**src/rtl/pipe_stage_buf.sv**
```systemverilog
`default_nettype none
// ============================================================================
// Module   : pipe_stage_buf
// Brief    : Parametrised inter-stage pipeline register. Valid/ready
//            handshake with a 2-entry skid buffer, so up_ready_o is
//            registered. Supports flush, hold (bubble insertion), occupancy
//            reporting and a saturating stall-cycle counter.
// Revision : 1.0 - initial release
// ============================================================================
module pipe_stage_buf #(
    parameter int unsigned DATA_W      = 160,
    parameter int unsigned ZERO_BUBBLE = 1,
    parameter int unsigned CNT_W       = 32
) (
    input  logic              clk,
    input  logic              rst,
    input  logic              flush,
    input  logic              hold_i,
    input  logic              up_valid_i,
    input  logic [DATA_W-1:0] up_data_i,
    output logic              up_ready_o,
    output logic              down_valid_o,
    input  logic              down_ready_i,
    output logic [DATA_W-1:0] data_o,
    output logic [1:0]        occupancy_o,
    output logic [CNT_W-1:0]  stall_cnt_o
);

    // State encoding equals the number of entries held, so the state
    // register doubles as the registered occupancy output.
    localparam logic [1:0] S_EMPTY = 2'd0;
    localparam logic [1:0] S_ONE   = 2'd1;
    localparam logic [1:0] S_FULL  = 2'd2;

    localparam logic [CNT_W-1:0] c_cnt_max = {CNT_W{1'b1}};

    logic [1:0]        r_state;
    logic [1:0]        w_state_nxt;
    logic [DATA_W-1:0] r_main_q;
    logic [DATA_W-1:0] r_skid_q;
    logic              r_up_ready;
    logic [CNT_W-1:0]  r_stall_cnt;

    logic              w_main_v;
    logic              w_acc;
    logic              w_emit;
    logic              w_down_valid;
    logic              w_main_ld_up;
    logic              w_main_ld_skid;
    logic              w_skid_ld;

    assign w_main_v     = (r_state != S_EMPTY);
    assign w_down_valid = w_main_v & ~hold_i;
    assign w_acc        = up_valid_i & r_up_ready;
    assign w_emit       = w_down_valid & down_ready_i;

    // State register plus the registered ready that mirrors "next != FULL".
    always_ff @(posedge clk) begin
        if (rst || flush) begin
            r_state    <= S_EMPTY;
            r_up_ready <= 1'b1;
        end else begin
            r_state    <= w_state_nxt;
            r_up_ready <= (w_state_nxt != S_FULL);
        end
    end

    // Next-state and data-movement decode for the skid buffer.
    always_comb begin
        w_state_nxt    = r_state;
        w_main_ld_up   = 1'b0;
        w_main_ld_skid = 1'b0;
        w_skid_ld      = 1'b0;
        case (r_state)
            S_EMPTY: begin
                if (w_acc) begin
                    w_main_ld_up = 1'b1;
                    w_state_nxt  = S_ONE;
                end
            end
            S_ONE: begin
                if (w_acc && w_emit) begin
                    w_main_ld_up = 1'b1;
                end else if (w_acc) begin
                    w_skid_ld   = 1'b1;
                    w_state_nxt = S_FULL;
                end else if (w_emit) begin
                    w_state_nxt = S_EMPTY;
                end
            end
            S_FULL: begin
                // No accept here: up_ready_o is low whenever we are FULL.
                if (w_emit) begin
                    w_main_ld_skid = 1'b1;
                    w_state_nxt    = S_ONE;
                end
            end
            default: begin
                w_state_nxt = S_EMPTY;
            end
        endcase
    end

    // Payload storage; flush scrubs both entries to zero.
    always_ff @(posedge clk) begin
        if (rst || flush) begin
            r_main_q <= '0;
            r_skid_q <= '0;
        end else begin
            if (w_main_ld_up) begin
                r_main_q <= up_data_i;
            end else if (w_main_ld_skid) begin
                r_main_q <= r_skid_q;
            end
            if (w_skid_ld) begin
                r_skid_q <= up_data_i;
            end
        end
    end

    // Saturating count of cycles a valid entry sat behind hold_i; survives flush.
    always_ff @(posedge clk) begin
        if (rst) begin
            r_stall_cnt <= '0;
        end else if (w_main_v && hold_i && !flush && (r_stall_cnt != c_cnt_max)) begin
            r_stall_cnt <= r_stall_cnt + 1'b1;
        end
    end

    // Output decode; bubbles show as all-zero payload when ZERO_BUBBLE is set.
    always_comb begin
        up_ready_o   = r_up_ready;
        down_valid_o = w_down_valid;
        occupancy_o  = r_state;
        stall_cnt_o  = r_stall_cnt;
        data_o       = r_main_q;
        if ((ZERO_BUBBLE != 0) && !w_down_valid) begin
            data_o = '0;
        end
    end

endmodule
`default_nettype wire

```
**config.mk**
```make
export PLATFORM = sky130hd
export DESIGN_NAME = pipe_stage_buf
export DESIGN_NICKNAME = d
export VERILOG_FILES = /design/src/rtl/pipe_stage_buf.sv
export SDC_FILE = /design/constraint.sdc
export NUM_CORES = 1
export LEC_CHECK = 0
export CAP_MARGIN = 10
export CORE_ASPECT_RATIO = 2
export CORE_UTILIZATION = 55
export CTS_BUF_LIST = sky130_fd_sc_hd__clkbuf_8
export CTS_CLUSTER_DIAMETER = 60
export DETAILED_ROUTE_END_ITERATION = 10
export GPL_ROUTABILITY_DRIVEN = 0
export PLACE_DENSITY = 0.95
export SLEW_MARGIN = 20
export SYNTH_ARGS = -nofsm -noshare
export SYNTH_HDL_FRONTEND = slang
export SYNTH_SLANG_ARGS = --single-unit
```
**constraint.sdc**
```tcl
create_clock -name clk -period 4.9 [get_ports clk]
set_clock_uncertainty 0.1 [all_clocks]
set_input_delay 1.225 -clock clk [delete_from_list [all_inputs] [get_ports clk]]
set_output_delay 1.225 -clock clk [all_outputs]
set_load 0.03 [all_outputs]
```
# Word level (Yosys, flattened, before mapping)
# Cells that the tools add are included.
[op_classes] add_sub_neg=1 n_mul=0 div_mod_pow=0 magnitude_cmp=0 n_eq_ne=4 shift=0 mux=16 n_bitwise=4 reduce_logical=9
[ops] operator="$mux W160" n=3
[ops] operator="$add A32 B1 Y32 const B" n=1
[ops] operator="$ne A32 B32 Y1 const B" n=1
[ops] operator="$mux W2" n=5
[ops] operator="$mux W1" n=6
[ops] operator="$pmux W2 S3" n=1
[ops] operator="$logic_and A1 B1 Y1" n=4
[ops] operator="$reduce_bool A2 Y1" n=2
[ops] operator="$and A1 B1 Y1" n=3
[ops] operator="$eq A2 B1 Y1 const B" n=1
[ops] operator="$eq A2 B2 Y1 const B" n=1
[ops] operator="$logic_not A2 Y1" n=1
[ops] operator="$ne A2 B2 Y1 const B" n=1
[ops] operator="$pmux W1 S2" n=1
[ops] operator="$logic_not A1 Y1" n=1
[ops] operator="$logic_or A1 B1 Y1" n=1
[ops] operator="$not A1 Y1" n=1
[word_totals] reg_bits=355 latch_bits=0 ramBits=0 rom_bits=0 inputBits=166 out_inout_bits=196 word_cells=39 n_memories=0

# Depth between registers and ports, before layout
# Gate-level depths: netlist of run 1.
[depth] ltp_word=8 mapped_depth=8 ltp_nobuf=6

# Least setup slack after synthesis of run 1
# No wires, ideal clock.
[synth_path] path_type="input -> output" start="input hold_i" end="output data_o[150]" t_arrival_ps=2324 required_time_ps=3575 slack_ps=1251 cell_stages=3 n_path_buf=1 path_cell_list="nor2_1 -> clkbuf_1 -> and2_1"
[synth_via] elab_chain_cells=3
[synth_lines] item="start, declared" line="18" rtl="input logic hold_i,"
[synth_lines] item="$not A1 Y1" line="53" rtl="assign w_down_valid = w_main_v & ~hold_i;"
[synth_lines] item="$and A1 B1 Y1" line="53"
[synth_lines] item="net down_valid_o" line="22" rtl="output logic down_valid_o,"
[synth_lines] item="$mux W160" line="137" rtl="if ((ZERO_BUBBLE != 0) && !w_down_valid) begin"
[synth_lines] item="end, declared" line="24" rtl="output logic [DATA_W-1:0] data_o,"
# The timed path passes the listed nets, and every way through them passes these cells.

# Worst setup path after layout of run 1
[layout_path] start="input hold_i" end="output data_o[91]"
[layout_via] elab_chain_cells=3
[layout_lines] item="$not A1 Y1" line="53"
[layout_lines] item="$and A1 B1 Y1" line="53"
[layout_lines] item="$mux W160" line="137"
# No other way between the ends.

==> impl_metrics.tcl, run 1 <==
set metrics [dict create \
    status "completed" \
    hpwl_mm 27.77 \
    drive_above_1_share_pct 7.766 \
    final_cell_count_no_fill 2445 \
    rows 83 \
    crit_path_frequent_cell "clkdlybuf4s50_1" \
    cp-end-kind "primary output" \
    synth.area.top_cells "dfxtp_1 (50%), nand2_1 (13%), a21oi_1 (12%)" \
    worst-endpoint-required_ns 3.58 \
    core_sq_um 25550 \
    track_usage_pct 32.44 \
    final_cell_area_sq_um 18850 \
    place_area_sq_um 17880 \
    start_kind "input pin" \
    grt_pass1_wl_mm 68.46 \
    cp_top_family "buffers and inverters" \
    clockRootBuffer "clkbuf_8" \
    hold_slack_ns 0.3490 \
    crit_slowest_cell "clkdlybuf4s50_1" \
    crit_type "input pin to primary output" \
    grt_max_degree 161 \
    worst-path-buf-inv 3 \
    drv_slew 0 \
    netlist_instances 1792 \
    clkLatencyLatePin_ns 0.57 \
    ys_seq_area_share_pct 49.74 \
    first_global_vias 13620 \
    via_count 14050 \
    ios 362 \
    syn_to_final_growth_pct 31.90 \
    dieArea_sq_um 26670 \
    fin_crit_sh_pct 91.22 \
    synth_cell_types 42 \
    final_antenna_net_count 0 \
    timing.setup.tns_ns 0 \
    die_w_um 116.0 \
    fmax_mhz 223.7 \
    ctsResizeCount 0 \
    worstMarginPinSlew_ns 0.9583 \
    drtIter0Drc 1141 \
    start_util_pct 55.93 \
    max-vdd-ir-drop_uv 307.0 \
    cp_max_fo 37 \
    clk_pin_slew_ns 0.07 \
    synthArstFlopShare_pct 0 \
    syn_area_per_cell_sq_um 7.974 \
    first_pass_iters 10 \
    antenna_found_initial 6 \
    drc 0 \
    htreeDepth 2 \
    post_cts_buffers 0 \
    portBuffers 361 \
    finalSetupViolations 0 \
    vias_per_cell 5.748 \
    min_path_type "flop to flop" \
    syn_nets 1959 \
    max_stage_delay_ns 0.68 \
    wire_per_inst_um 17.88 \
    die_h_um 229.9 \
    finalHoldViolCount 0 \
    synth-edff-count 0 \
    cts_hold_buf 0 \
    fill_cells 1740 \
    p_leak_nw 6.466 \
    netlist_area_sq_um 14290 \
    cp_cell_sequence "clkdlybuf4s50_1 -> nor2_4 -> buf_12 -> and2_1 -> clkdlybuf4s50_1" \
    dp.cells 2359 \
    cts_buffers 48 \
    synth_top_cell_by_area "dfxtp_1" \
    rsz0062_at_grt "no" \
    critPathArrivalTime_ns 3.14 \
    synth_top_area_share_pct 49.74 \
    cts_max_path_buffers 3 \
    fin_nets 2236 \
    yosys_warnings 0 \
    synthFlopType "dfxtp_1" \
    synth.ff_latch_count 355 \
    routed_wl_mm 43.72 \
    cts_tree "built" \
    max_slew_margin_pct 36.11 \
    power_density_nw_per_um2 301.2 \
    min_period_ns 4.470 \
    grt_overflow 0 \
    clock_sinks 355 \
    maxCapViolCount 0 \
]
## synth_stat cells (3+ instances only)
library cell,number
nand2_1,487
dfxtp_1,355
a21oi_1,339
a22oi_1,160
and2_1,160
clkbuf_1,145
nor2_1,24
xnor2_1,14
nand3_1,13
o21ai_0,12
or3_1,12
inv_1,9
nand4_1,8
a211oi_1,6
nor4_1,5
or4_1,5
o31ai_1,4
or2_2,3
## layout by cell type (no fill, tap or decap), types with 2 or more instances in the layout
cell type / n
or2_2: 2
a21oi_1: 338
diode_2: 6
nand3_1: 12
clkbuf_8: 64
or3_1: 12
inv_1: 21
clkinv_2: 4
buf_4: 69
or3_2: 2
nand2_1: 487
nor2b_1: 2
a22oi_1: 160
a211oi_1: 6
mux2i_1: 2
o21ai_0: 12
or4_1: 5
o31ai_1: 4
nor4_1: 4
buf_12: 9
nor2_4: 3
and2_1: 160
a2111oi_0: 2
dfxtp_1: 355
nand4_1: 8
clkdlybuf4s50_1: 299
nor2_1: 21
nand3b_1: 2
xnor2_1: 14
nand2b_1: 2
## final cells by class
class / instances / area [sq um] / share of cell area, %
Antenna cell: 6 / 15.01 / 0.07967
Timing Repair Buffer: 377 / 3691 / 19.58
Tap cell: 340 / 425.4 / 2.257
Clock inverter: 16 / 65.06 / 0.3452
Sequential cell: 355 / 7107 / 37.71
Multi-Input combinational cell: 1278 / 6629 / 35.17
Clock buffer: 64 / 880.8 / 4.674
Inverter: 9 / 33.78 / 0.1792
## flip-flops by register name, summed over array words and instances, names as in the netlist
register / count
occupancy_o: 2
up_ready_o: 1
r_main_q: 160
r_skid_q: 160
stall_cnt_o: 32
## worst paths after layout
path	startpoint	to	slack, ns	cells after the start
max	hold_i	data_o[91]	0.43	5
min	r_main_q[131]	r_main_q[131]	0.35	2
max reg2reg	occupancy_o[0]	stall_cnt_o[22]	2.11	5
min reg2reg	r_main_q[131]	r_main_q[131]	0.35	2
## stage by stage
stage / worst slack, ns / total power [W] / utilization [%]
floorplan: 1.251 / 0.003264 / -
CTS: 0.4354 / 0.005709 / 73.69
global placement: 0.5396 / 0.003500 / 69.99
global route: 0.3589 / 0.005870 / 73.77
finish: 0.4302 / 0.005678 / 73.77
detailed placement: 0.4347 / 0.003516 / 69.99
## tightest hold or removal path, delay by kind of cell (launching register included)
kind,cells,cell delay [ns]
AOI/OAI and AO/OA,1,0.05
DFF,1,0.31
and+or+nand+nor,1,0.05
## power breakdown
group	switching, W	leakage (nW)	internal, W	total, W
sequential	0.0000365	2.87	0.00294	0.00298
clock	0.00106	0.540	0.00116	0.00222
combinational	0.000271	3.05	0.000211	0.000483
total	0.00137	6.47	0.00431	0.00568
## per-layer routing
metal	wire length (um)	global-route usage [%]	share of wire (%)	vias up
li1	-	-	-	6630
met1	15380	33.89	35	6559
met2	21750	54.65	50	660
met3	3261	8.434	7.5	204
met4	3327	24.32	7.6	0
met5	0	0	0	-
## cells by family after synthesis
kind of cell               share of synthesized area [%]
DFF                                                49.74
muxes                                             0.2189
adders and majority gates                        0.08755
AOI/OAI and AO/OA                                  21.59
and+or+nand+nor                                    23.22
buffers and inverters                              4.291
xor gates and xnor gates                          0.8582
Power figures use the tool's default switching activity.
==> inputs of run 2 (changes only) <==
CELL_PAD_IN_SITES_DETAIL_PLACEMENT = 0   (was unset)
CELL_PAD_IN_SITES_GLOBAL_PLACEMENT = 2   (was unset)
CORE_UTILIZATION = 31   (was 55)
==> run 2 against run 1 <==
  * Combinational power rose by 2%
  * Total power rose by 6.9%
  * Core utilization fell by 31 points
  * Die area rose by 76%
  * Register-to-register slack got worse by 0.07 ns
  * Global-route usage fell by 13 points
  * Fmax rose by 1.2%
  * Via count fell by 3.3%
  * Clock power rose by 17%
  * Critical endpoint is now data_o[57]
  * Largest cell class unchanged
==> impl_metrics.tcl, run 2 (synthesis gave the netlist of run 1 again) <==
set metrics [dict create \
    drtIter0Drc 713 \
    cts_buffers 53 \
    hpwl_mm 31.13 \
    register_area_sq_um 7107 \
    track_usage_pct 19.82 \
    status "completed" \
    final_cell_count_no_fill 2691 \
    max-vdd-ir-drop_uv 207.8 \
    power_density_nw_per_um2 315.2 \
    layout_common_cells "nand2_1 (487), dfxtp_1 (355), a21oi_1 (338), clkdlybuf4s50_1 (252)" \
    first_pass_iters 5 \
    p_leak_nw 6.701 \
    htreeDepth 2 \
    grt_max_degree 120 \
    syn_to_final_growth_pct 34.75 \
    final_antenna_net_count 0 \
    multi_input_area_sq_um 6623 \
    ctsResizeCount 0 \
    start_util_pct 31.56 \
    portBuffers 361 \
    rsz0062_at_grt "no" \
    finalSetupViolations 0 \
    finalHoldViolCount 0 \
    core_sq_um 45280 \
    wire_per_inst_um 17.83 \
    cts_hold_buf 0 \
    final_common_cell "nand2_1" \
    timing.setup.tns_ns 0 \
    fin_crit_sh_pct 90.16 \
    drive_above_1_share_pct 10.66 \
    clock_sinks 355 \
    min_path_type "flop to flop" \
    grt_overflow 0 \
    post_cts_buffers 0 \
    first_global_vias 13030 \
    clk_pin_slew_ns 0.06 \
    worst-endpoint-required_ns 3.58 \
    die_w_um 153.8 \
    cts_tree "built" \
    fmax_mhz 226.4 \
    crit_type "input pin to primary output" \
    dieArea_sq_um 47010 \
    vias_per_cell 5.051 \
    fin_nets 2245 \
    ios 362 \
    via_count 13590 \
    hold_start "r_main_q[36]" \
    antenna_found_initial 11 \
    max_slew_margin_pct 28.08 \
    fill_cells 4566 \
    min_period_ns 4.418 \
    clkLatencyLatePin_ns 0.59 \
    start_kind "input pin" \
    cts_max_path_buffers 3 \
    routed_wl_mm 47.97 \
    die_h_um 305.6 \
    critPathArrivalTime_ns 3.09 \
    cp_max_fo 70 \
    final_core_util_pct 42.52 \
    regToRegStartpoint "occupancy_o[0]" \
    clockRootBuffer "clkbuf_8" \
    grt_pass1_wl_mm 73.79 \
    dp.cells 2583 \
    crit_path_start "hold_i" \
    rows 110 \
    cp-end-kind "primary output" \
    drv_slew 0 \
    worstMarginPinSlew_ns 1.069 \
    drc 0 \
    maxCapViolCount 0 \
]
==> run 2: changes by cell type in the layout (fill, tap and decap cells not counted), moves of 4 or more <==
cell | before | now
clkbuf_8 | 64 | 73
buf_4 | 69 | 120
diode_2 | 6 | 11
inv_1 | 21 | 25
clkdlybuf4s50_1 | 299 | 252
==> run 2: worst max-delay path, cell delays in order <==
cell and delay, ns:
clkdlybuf4s50_1 0.51, nor2_4 0.16, buf_12 0.27, and2_1 0.20, clkdlybuf4s50_1 0.68
==> run 2: worst paths after layout <==
path / depth (start not counted) / slack (ns) / endpoint
worst max-delay path: 5 / 0.48 / data_o[57]
worst min-delay path: 2 / 0.35 / r_main_q[36]
worst max register to register: 5 / 2.04 / stall_cnt_o[22]
worst min register to register: 2 / 0.35 / r_main_q[36]
==> run 2: area by class of cell <==
cell class | instances | area share [%]
clock buffer | 73 | 5.218
multi-input combinational | 1278 | 34.39
clock inverter | 24 | 0.8058
timing repair buffer | 381 | 18.71
inverter | 9 | 0.1755
sequential | 355 | 36.91
antenna | 11 | 0.1430
tap | 560 | 3.639
==> run 2: metrics by stage <==
stage | cell area [sq um] | total power, W | hold slack (ns) | setup WS [ns]
3_5_place_dp | 18070 | 0.003539 | 0.3432 | 0.4933
3_3_place_gp | 18070 | 0.003531 | 0.3381 | 0.5651
6_report | 19250 | 0.006069 | 0.3488 | 0.4823
5_1_grt | 19250 | 0.006331 | 0.3615 | 0.3766
2_1_floorplan | 14290 | 0.003264 | 0.3317 | 1.251
4_1_cts | 19230 | 0.006174 | 0.3524 | 0.4770
==> run 2: report_power, final <==
part / internal [W] / switching (W)
Combinational: 0.000213 / 0.000280
Sequential: 0.00294 / 0.0000358
Clock: 0.00143 / 0.00117
==> run 2: per-layer routing <==
| metal | part of all wire, % | track usage, % | vias up | wire length (um) |
|---|---|---|---|---|
| met5 | 0.031 | 0 | - | 15 |
| met4 | 3.7 | 9.628 | 2 | 1787 |
| met3 | 6.4 | 3.998 | 92 | 3063 |
| met2 | 52 | 36.27 | 449 | 25130 |
| met1 | 37 | 21.47 | 6389 | 17980 |
| li1 | - | - | 6659 | - |
